<file path="config.mk">
export PLATFORM = sky130hd
export DESIGN_NAME = hash_multi
export DESIGN_NICKNAME = d
export VERILOG_FILES = /design/src/rtl/hash_pkg.sv /design/src/rtl/hash_lane.sv /design/src/rtl/hash_multi.sv
export SDC_FILE = /design/constraint.sdc
export NUM_CORES = 2
export LEC_CHECK = 0
export CORE_MARGIN = 2
export CORE_UTILIZATION = 60
export CTS_CLUSTER_DIAMETER = 200
export DETAILED_ROUTE_END_ITERATION = 7
export GPL_TIMING_DRIVEN = 1
export HOLD_SLACK_MARGIN = 0.03
export PLACE_DENSITY = 0.85
export RECOVER_POWER = 100
export SLEW_MARGIN = 20
export SYNTH_ARGS = -nofsm -noshare
export SYNTH_HDL_FRONTEND = slang
export SYNTH_SLANG_ARGS = --single-unit
</file>
<file path="constraint.sdc">
create_clock -name clk -period 10.1 [get_ports clk]
set_input_delay 1.515 -clock clk [delete_from_list [all_inputs] [get_ports clk]]
set_output_delay 1.515 -clock clk [all_outputs]
set_load 0.02 [all_outputs]
</file>
<file path="src/rtl/hash_pkg.sv">
// hash_pkg: shared state encoding, widths and mix/finalise helpers for the multi-way key hasher
package hash_pkg;
  typedef enum logic [1:0] {IDLE, MIX, FIN, DONE} state_t;
  localparam int HASH_W = 32;
  localparam int unsigned DEF_ROT = 5;
  localparam logic [HASH_W-1:0] DEF_MULT = 32'h9E37_79B1;
  function automatic logic [HASH_W-1:0] hash_mix(input logic [HASH_W-1:0] h, input logic [HASH_W-1:0] chunk,
                                                  input int unsigned rot, input logic [HASH_W-1:0] mult);
    logic [HASH_W-1:0] x, r;
    logic [2*HASH_W-1:0] p;
    x = h ^ chunk;
    r = (x << (rot % HASH_W)) | (x >> ((HASH_W - rot % HASH_W) % HASH_W));
    p = {{HASH_W{1'b0}}, r} * {{HASH_W{1'b0}}, mult};
    return p[HASH_W-1:0];
  endfunction
  function automatic logic [HASH_W-1:0] hash_fin(input logic [HASH_W-1:0] h);
    return h ^ (h >> 16);
  endfunction
endpackage

</file>
<file path="src/rtl/hash_lane.sv">
// hash_lane: one way's running hash register and its held result, driven by strobes from the shared FSM
module hash_lane import hash_pkg::*; #(
  parameter int unsigned ROT = DEF_ROT,
  parameter logic [HASH_W-1:0] MULT = DEF_MULT
) (
  input  logic              clk,
  input  logic              rst,
  input  logic              i_load,
  input  logic              i_mix,
  input  logic              i_fin,
  input  logic [HASH_W-1:0] i_seed,
  input  logic [HASH_W-1:0] i_chunk,
  output logic [HASH_W-1:0] o_val
);
  logic [HASH_W-1:0] r_h, r_val;
  // running hash: seed on accept, one chunk per mix cycle, finalise result into the held output
  always_ff @(posedge clk or negedge rst) begin
    if (!rst) begin
      r_h   <= '0;
      r_val <= '0;
    end else begin
      r_h <= i_load ? i_seed : i_mix ? hash_mix(r_h, i_chunk, ROT, MULT) : r_h;
      if (i_fin) r_val <= hash_fin(r_h);
    end
  end
  assign o_val = r_val;
endmodule

</file>
<file path="src/rtl/hash_multi.sv">
// hash_multi: iterative NUM_WAYS-way seeded key hasher; HASH_MULTI_SEED_PROG_EN adds runtime seed registers
module hash_multi import hash_pkg::*; #(
  parameter int KEY_W = 64,
  parameter int NUM_WAYS = 2,
  parameter logic [NUM_WAYS*HASH_W-1:0] SEEDS = {32'h0000_0000, 32'h5bd1_e995},
  parameter int unsigned ROT = DEF_ROT,
  parameter logic [HASH_W-1:0] MULT = DEF_MULT
) (
  input  logic                         clk,
  input  logic                         rst,
`ifdef HASH_MULTI_SEED_PROG_EN
  input  logic                         seed_we_i,
  input  logic [((NUM_WAYS > 1) ? $clog2(NUM_WAYS) : 1)-1:0] seed_idx_i,
  input  logic [HASH_W-1:0]            seed_i,
`endif
  input  logic                         start_i,
  input  logic [KEY_W-1:0]             key_i,
  output logic                         busy_o,
  output logic                         hash_ready_o,
  output logic [NUM_WAYS*HASH_W-1:0]   hash_val_o
);
  localparam int N = KEY_W / HASH_W;
  localparam int CW = (N > 1) ? $clog2(N) : 1;
  generate
    if ((KEY_W % HASH_W) != 0 || KEY_W < HASH_W || NUM_WAYS < 1 || NUM_WAYS > 8) begin : g_bad_cfg
      $fatal(1, "hash_multi: KEY_W must be a positive multiple of 32 and NUM_WAYS in 1..8");
    end
  endgenerate
  state_t r_state, w_next;
  logic [KEY_W-1:0] r_key;
  logic [CW-1:0] r_cnt;
  logic r_ready, w_accept, w_mix, w_fin, w_last;
  logic [HASH_W-1:0] w_chunk;
  logic [NUM_WAYS*HASH_W-1:0] w_seed;
`ifdef HASH_MULTI_SEED_PROG_EN
  logic [NUM_WAYS*HASH_W-1:0] r_seed;
  // runtime seeds; out-of-range indices are dropped, and the lanes only read them on accept
  always_ff @(posedge clk or negedge rst) begin
    if (!rst) r_seed <= SEEDS;
    else if (seed_we_i && int'(seed_idx_i) < NUM_WAYS) r_seed[seed_idx_i*HASH_W +: HASH_W] <= seed_i;
  end
  assign w_seed = r_seed;
`else
  assign w_seed = SEEDS;
`endif
  assign w_last = r_cnt == CW'(N - 1);
  assign w_chunk = r_key[r_cnt*HASH_W +: HASH_W];
  // state register
  always_ff @(posedge clk or negedge rst) begin
    if (!rst) r_state <= IDLE;
    else r_state <= w_next;
  end
  // next state: accept from IDLE/DONE, walk chunks in MIX, one finalise cycle
  always_comb begin
    w_next = w_accept ? MIX : (r_state == MIX && w_last) ? FIN : (r_state == FIN) ? DONE : r_state;
  end
  // decoded strobes for the lanes and the busy flag
  always_comb begin
    w_accept = start_i && (r_state == IDLE || r_state == DONE);
    w_mix = r_state == MIX;
    w_fin = r_state == FIN;
    busy_o = w_mix || w_fin;
  end
  // key latch, chunk counter and result-valid flag
  always_ff @(posedge clk or negedge rst) begin
    if (!rst) begin
      r_key   <= '0;
      r_cnt   <= '0;
      r_ready <= 1'b0;
    end else begin
      if (w_accept) r_key <= key_i;
      r_cnt <= w_accept ? '0 : w_mix ? r_cnt + 1'b1 : r_cnt;
      r_ready <= w_accept ? 1'b0 : w_fin ? 1'b1 : r_ready;
    end
  end
  assign hash_ready_o = r_ready;
  for (genvar w = 0; w < NUM_WAYS; w++) begin : g_lane
    hash_lane #(.ROT(ROT), .MULT(MULT)) u_lane (
      .clk     (clk),
      .rst     (rst),
      .i_load  (w_accept),
      .i_mix   (w_mix),
      .i_fin   (w_fin),
      .i_seed  (w_seed[w*HASH_W +: HASH_W]),
      .i_chunk (w_chunk),
      .o_val   (hash_val_o[w*HASH_W +: HASH_W])
    );
  end
endmodule

</file>
# Word level (Yosys, flattened, before mapping)
# Index checks and enable logic that the tools add are counted.
[totals] reg_bits=196 input_bits=67 output_inout_bits=66
[classes] add_sub_neg=1 mul=2 eq_ne=3 shifts=1 n_mux=11 bitwise_logic=6 n_reduce_logical=8
[ops] operator="32-bit two-way mux" n=4
[ops] operator="32-bit by 32-bit multiplier with 32-bit output (second input constant)" n=2
[ops] operator="32-bit by 5-bit bitwise OR with 32-bit output" n=2
[ops] operator="64-bit by 7-bit variable part select with 32-bit output" n=1
[ops] operator="32-bit by 16-bit XOR with 32-bit output" n=2
[ops] operator="32-bit XOR" n=2
[ops] operator="2-bit two-way mux" n=3
[ops] operator="2-bit equality test (second input constant)" n=2
[ops] operator="1-bit two-way mux" n=4
[ops] operator="2-bit nonzero test" n=2
[ops] operator="3-bit nonzero test" n=1
[ops] operator="2-bit by 1-bit equality test with 1-bit output (second input constant)" n=1
[ops] operator="1-bit logical AND" n=2
[ops] operator="2-bit logical NOT" n=1
[ops] operator="1-bit logical OR" n=2
[ops] operator="1-bit adder (second input constant)" n=1

# Depth between registers and ports, before layout
[logic_depth] depth_word=6 ltp_mapped=30 depth_no_buf=29

# Cells and area by module
# Synthesis repeated with hierarchy kept, for this count alone.
[hier_totals] cells_unflattened=2577 area_unflattened_um2=26944.6
[by_module_without_submodules] mod="hash_lane at g_lane[0].u_lane" instances=1 cells_each=1203 area_per_inst_um2=12070.3 seq_area_each_um2=1601.5
[by_module_without_submodules] mod="hash_lane at g_lane[1].u_lane" instances=1 cells_each=1182 area_per_inst_um2=11895.2 seq_area_each_um2=1601.5
[by_module_without_submodules] mod="hash_multi" instances=1 cells_each=192 area_per_inst_um2=2979.1 seq_area_each_um2=1701.6

# Least setup slack after synthesis
# No wires, ideal clock.
[synth_timing] kind="flip-flop to flip-flop" from="register r_cnt" to="register g_lane[0].u_lane.r_h[31]" setup_ns=0.136 arrival_time_ns=7.882 slack_ns=2.082 stages_incl_launch_ff=30 path_buffers=3 path_cell_list="dfrtp_1 buf_6 buf_2 buf_1 mux2i_1 xnor2_1 ha_1 ha_1 fa_1 inv_1 fa_1 inv_1 fa_1 inv_1 fa_1 inv_1 fa_1 inv_1 fa_1 inv_1 ha_1 nor2_1 a211oi_1 nand4_1 a211oi_1 o21ai_0 o21ai_0 a31oi_1 xnor2_1 a21oi_1"
[synth_between] elab_chain_cells=6
[synth_rtl] item="start: declaration" line_no="hash_multi.sv:31" source="logic [CW-1:0] r_cnt;"
[synth_rtl] item="start signal: assignment" line_no="hash_multi.sv:72" source="r_cnt <= w_accept ? '0 : w_mix ? r_cnt + 1'b1 : r_cnt;"
[synth_rtl] item="64-bit by 7-bit variable part select with 32-bit output" line_no="hash_multi.sv:47" source="assign w_chunk = r_key[r_cnt*HASH_W +: HASH_W];"
[synth_rtl] item="32-bit XOR" line_no="hash_pkg.sv:11" source="x = h ^ chunk;"
[synth_rtl] item="32-bit by 5-bit bitwise OR with 32-bit output" line_no="hash_pkg.sv:12" source="r = (x << (rot % HASH_W)) | (x >> ((HASH_W - rot % HASH_W) % HASH_W));"
[synth_rtl] item="32-bit by 32-bit multiplier with 32-bit output" line_no="hash_pkg.sv:13" source="p = {{HASH_W{1'b0}}, r} * {{HASH_W{1'b0}}, mult};"
[synth_rtl] item="32-bit two-way mux (2 in series)" line_no="hash_lane.sv:22" source="r_h <= i_load ? i_seed : i_mix ? hash_mix(r_h, i_chunk, ROT, MULT) : r_h;"
[synth_rtl] item="end signal: assignment" line_no="hash_lane.sv:22"
[synth_rtl] item="end: declaration" line_no="hash_lane.sv:15" source="logic [HASH_W-1:0] r_h, r_val;"
# Every way passes these cells. The select of a mux whose other input is x is not followed.
# A chain may end at the register's enable or synchronous reset.

# Worst setup path in the final report
[layout_timing] from="register r_cnt" to="register g_lane[1].u_lane.r_h[30]"
[layout_between] elab_chain_cells=6
[layout_rtl] item="64-bit by 7-bit variable part select with 32-bit output" line_no="hash_multi.sv:47"
[layout_rtl] item="32-bit XOR" line_no="hash_pkg.sv:11"
[layout_rtl] item="32-bit by 5-bit bitwise OR with 32-bit output" line_no="hash_pkg.sv:12"
[layout_rtl] item="32-bit by 32-bit multiplier with 32-bit output" line_no="hash_pkg.sv:13"
[layout_rtl] item="32-bit two-way mux (2 in series)" line_no="hash_lane.sv:22"
[layout_rtl] item="end signal: assignment" line_no="hash_lane.sv:22"
[layout_rtl] item="end: declaration" line_no="hash_lane.sv:15"
# Every way passes these cells. The select of a mux whose other input is x is not followed.

==> impl_metrics.tcl <==
set metrics [dict create \
    synth_area_per_cell_um2 10.0 \
    ys.flop_type "dfrtp_1" \
    hold_path_class "register to register" \
    n_fill_cell 3343 \
    crit_path_start_kind "register" \
    overflow 0 \
    initialDrtViolationCount 1838 \
    vias 19000 \
    synth_top_area_share_pct 29.8 \
    grt_usage_pct 35.6 \
    dpl.hpwl_mm 65.0 \
    crit_slowest_cell "xnor2_1" \
    cts_tree "built" \
    wl_mm 76.9 \
    place.gp.congestion 1.03 \
    synth-xor-area-share_pct 8.95 \
    min_to "r_key[61]" \
    cts_made_buffers 17 \
    synth.net_count 3457 \
    status "finished with violations" \
    drive_above_1_share_pct 4.69 \
    synthMuxAreaShare_pct 4.08 \
    synth_fa_ha_area_share_pct 47.3 \
    fin_crit_ns 9.20 \
    min_from "r_key[61]" \
    slew_viol_final 483 \
    wl_per_cell_um 22.8 \
    yosysWarnings 0 \
    period_share_pct 91.1 \
    rsz0062_at_grt "no" \
    ys_ff_latch 196 \
    yosysTopAreaCell "fa_1" \
    antenna_found_initial 2 \
    final_nets 3604 \
    synth-edff-count 0 \
    core_mm2 0.0432 \
    finalSetupViolCount 0 \
    synth_area_leaders "fa_1 30%, dfrtp_1 19%, ha_1 17%, inv_1 9.0%, xnor2_1 7.4%" \
    rr_startpoint "r_cnt" \
    clock_latency_ns 0.46 \
    ys_seq_area_share_pct 18.6 \
    synthSimpleGateAreaFrac_pct 6.62 \
    clkTransAtPathRegs_ns 0.08 \
    synth_top_family_by_area "adder cells" \
    finalHoldViolCount 0 \
    failed_checks "max-capacitance violations, max-slew violations" \
    r2r_end "g_lane[1].u_lane.r_h[30]" \
    slew_headroom_pct -363 \
    port_buffers 132 \
    fp-row-count 76 \
    synthArstFlopShare_pct 100 \
    die_x_um 213 \
    synth-compound-area-share_pct 4.62 \
    worstPathMaxFanout 22 \
    ctsRootBufferMaster "clkbuf_16" \
    io-pin-count 133 \
    critPathKind "register to register" \
    tightest_slew_ns 6.95 \
    worst_ep_arrival_time_ns 9.57 \
    ant_nets 0 \
    holdPathStages 2 \
    cts_setup_buffers 0 \
    regToRegSetupSlack_ns 0.90 \
    htreeDepth 4 \
    regArea_mm2 0.00491 \
    area_delta_synth_final_pct 10.8 \
    antenna_cells 0 \
    drcViolationCount 0 \
    vias_per_cell 5.64 \
    grt_max_degree 132 \
    finalSetupTns_ns 0 \
    multiInputGateArea_mm2 0.0189 \
    initial_core_util_pct 61.0 \
    synth_cell_type_count 51 \
    first_global_vias 20400 \
    skew_ns 0.0192 \
    firstDrtPassIters 5 \
    slowest_delay_ns 0.74 \
    cap_violations 6 \
    grt_pass1_wl_mm 118 \
    holdBufCountCts 0 \
    crit_path_end_kind "register" \
    cts_buffer_depth 2 \
    die_area_mm2 0.0456 \
    path_buf_inv 6 \
    die_h_um 213 \
    clock_sinks 196 \
    syn-cell-area_mm2 0.0263 \
    max_freq_ghz 0.109 \
    cts_resized 0 \
    cpLargestDelayFamily "adder cells" \
    cp.required_ns 10.47 \
    post_synth_inst_count 2633 \
    ff2ff_path_depth 27 \
    cp_common_cell "fa_1" \
]
==> worst max-delay path by stage <==
| stage | from | endpoint | slack (ns) | cells after the start |
|---|---|---|---|---|
| after CTS | r_cnt | g_lane[1].u_lane.r_h[30] | 1.39 | 22 |
| final | r_cnt | g_lane[1].u_lane.r_h[30] | 0.90 | 27 |
| after global placement | r_cnt | g_lane[1].u_lane.r_h[30] | 1.59 | 22 |
| after floorplan | r_cnt | g_lane[0].u_lane.r_h[31] | 2.08 | 29 |
| after global routing | r_cnt | g_lane[1].u_lane.r_h[30] | 0.50 | 27 |
| after detailed placement | r_cnt | g_lane[1].u_lane.r_h[30] | 1.45 | 22 |
==> layout make-up <==
| type | count | area share [%] |
|---|---|---|
| Tap cell | 585 | 2.51 |
| Clock buffer | 17 | 1.46 |
| Inverter | 632 | 8.14 |
| Clock inverter | 15 | 0.695 |
| Sequential cell | 196 | 16.8 |
| Multi-Input combinational cell | 1753 | 64.7 |
| Timing Repair Buffer | 180 | 5.69 |
==> metrics by stage <==
stage | cell area (µm²) | utilization [%] | worst slack, ns | hold WS (ns) | instances
detailed placement | 28600 | 66.3 | 1.45 | 0.463 | 3346
floorplan | 26300 | - | 2.08 | 0.445 | 2633
finish | 29200 | 67.5 | 0.898 | 0.482 | 3378
global placement | 28600 | 66.3 | 1.59 | 0.457 | 3346
CTS | 29200 | 67.7 | 1.39 | 0.483 | 3378
global route | 29200 | 67.5 | 0.497 | 0.502 | 3378
==> cell usage after synthesis, types with 15 or more instances <==
cell type and instances:
xnor2_1 222, dfrtp_1 196, nor2_1 115, fa_1 392, clkbuf_1 29, xor2_1 36, ha_1 365, a21o_1 24
nand2_1 248, nor3_1 15, o21ai_0 34, mux2_2 32, a21oi_1 87, mux2i_1 64, buf_1 20, nand3_1 17
inv_1 631
==> kinds of logic after synthesis <==
family / after synthesis
flip-flops: 196
AND/OR/NAND/NOR: 429
XOR/XNOR: 264
multiplexers: 100
AO/OA/AOI/OAI: 199
buffers and inverters: 684
adder cells (fa/ha/maj): 761
==> metal layers <==
metal / part of all wire (%) / up-vias / GRT usage, %
met1: 41 / 9484 / 48.9
met2: 42 / 1002 / 51.5
met4: 4.4 / 6 / 13.2
met3: 12 / 193 / 13.4
met5: 0.16 / - / 1.62
li1: - / 8351 / -
==> state kept, by name, summed over array words and instances (netlist names) <==
name                 flops
r_key                   64
r_state                  2
g_lane.u_lane.r_h       64
r_cnt                    1
g_lane.u_lane.o_val     64
hash_ready_o             1
==> worst register-to-register path, cell delays in order (launching register included) <==
cell and delay, ns:
dfrtp_2 0.71, buf_4 0.45, mux2i_1 0.73, xnor2_2 0.16, clkbuf_1 0.38, xnor2_1 0.74
xnor2_1 0.30, fa_1 0.46, fa_1 0.50, inv_1 0.05, fa_1 0.48, inv_1 0.06
fa_1 0.45, ha_1 0.30, fa_1 0.49, inv_1 0.05, fa_1 0.48, inv_1 0.04
ha_1 0.36, a21o_1 0.19, a21o_1 0.17, a31oi_1 0.15, o21ai_0 0.16, a31oi_1 0.24
o311ai_0 0.32, a41oi_1 0.40, nor2_1 0.09, a211oi_1 0.17
==> cells in the final DEF (no fill, tap or decap), types with 6 or more instances in the layout <==
master,synthesis,final
nand2_1,248,247
ha_1,365,364
buf_4,0,43
nor2_1,115,115
o21a_1,9,9
a21o_1,24,24
a211oi_1,11,12
xnor2_1,222,217
dlygate4sd3_1,0,67
clkbuf_16,0,17
dfrtp_1,196,195
a21oi_1,87,87
xor2_1,36,36
o21ai_0,34,34
mux2i_1,64,65
nand3_1,17,17
fa_1,392,392
nand4_1,7,7
clkinv_8,0,7
xnor2_2,6,11
nor3_1,15,15
mux2_2,32,32
inv_1,631,631
clkdlybuf4s50_1,0,64
o21bai_1,6,6
Power is left out: the tool's default activity adds up to more than one toggle a clock period on the data nets, which glitch-free logic cannot reach.
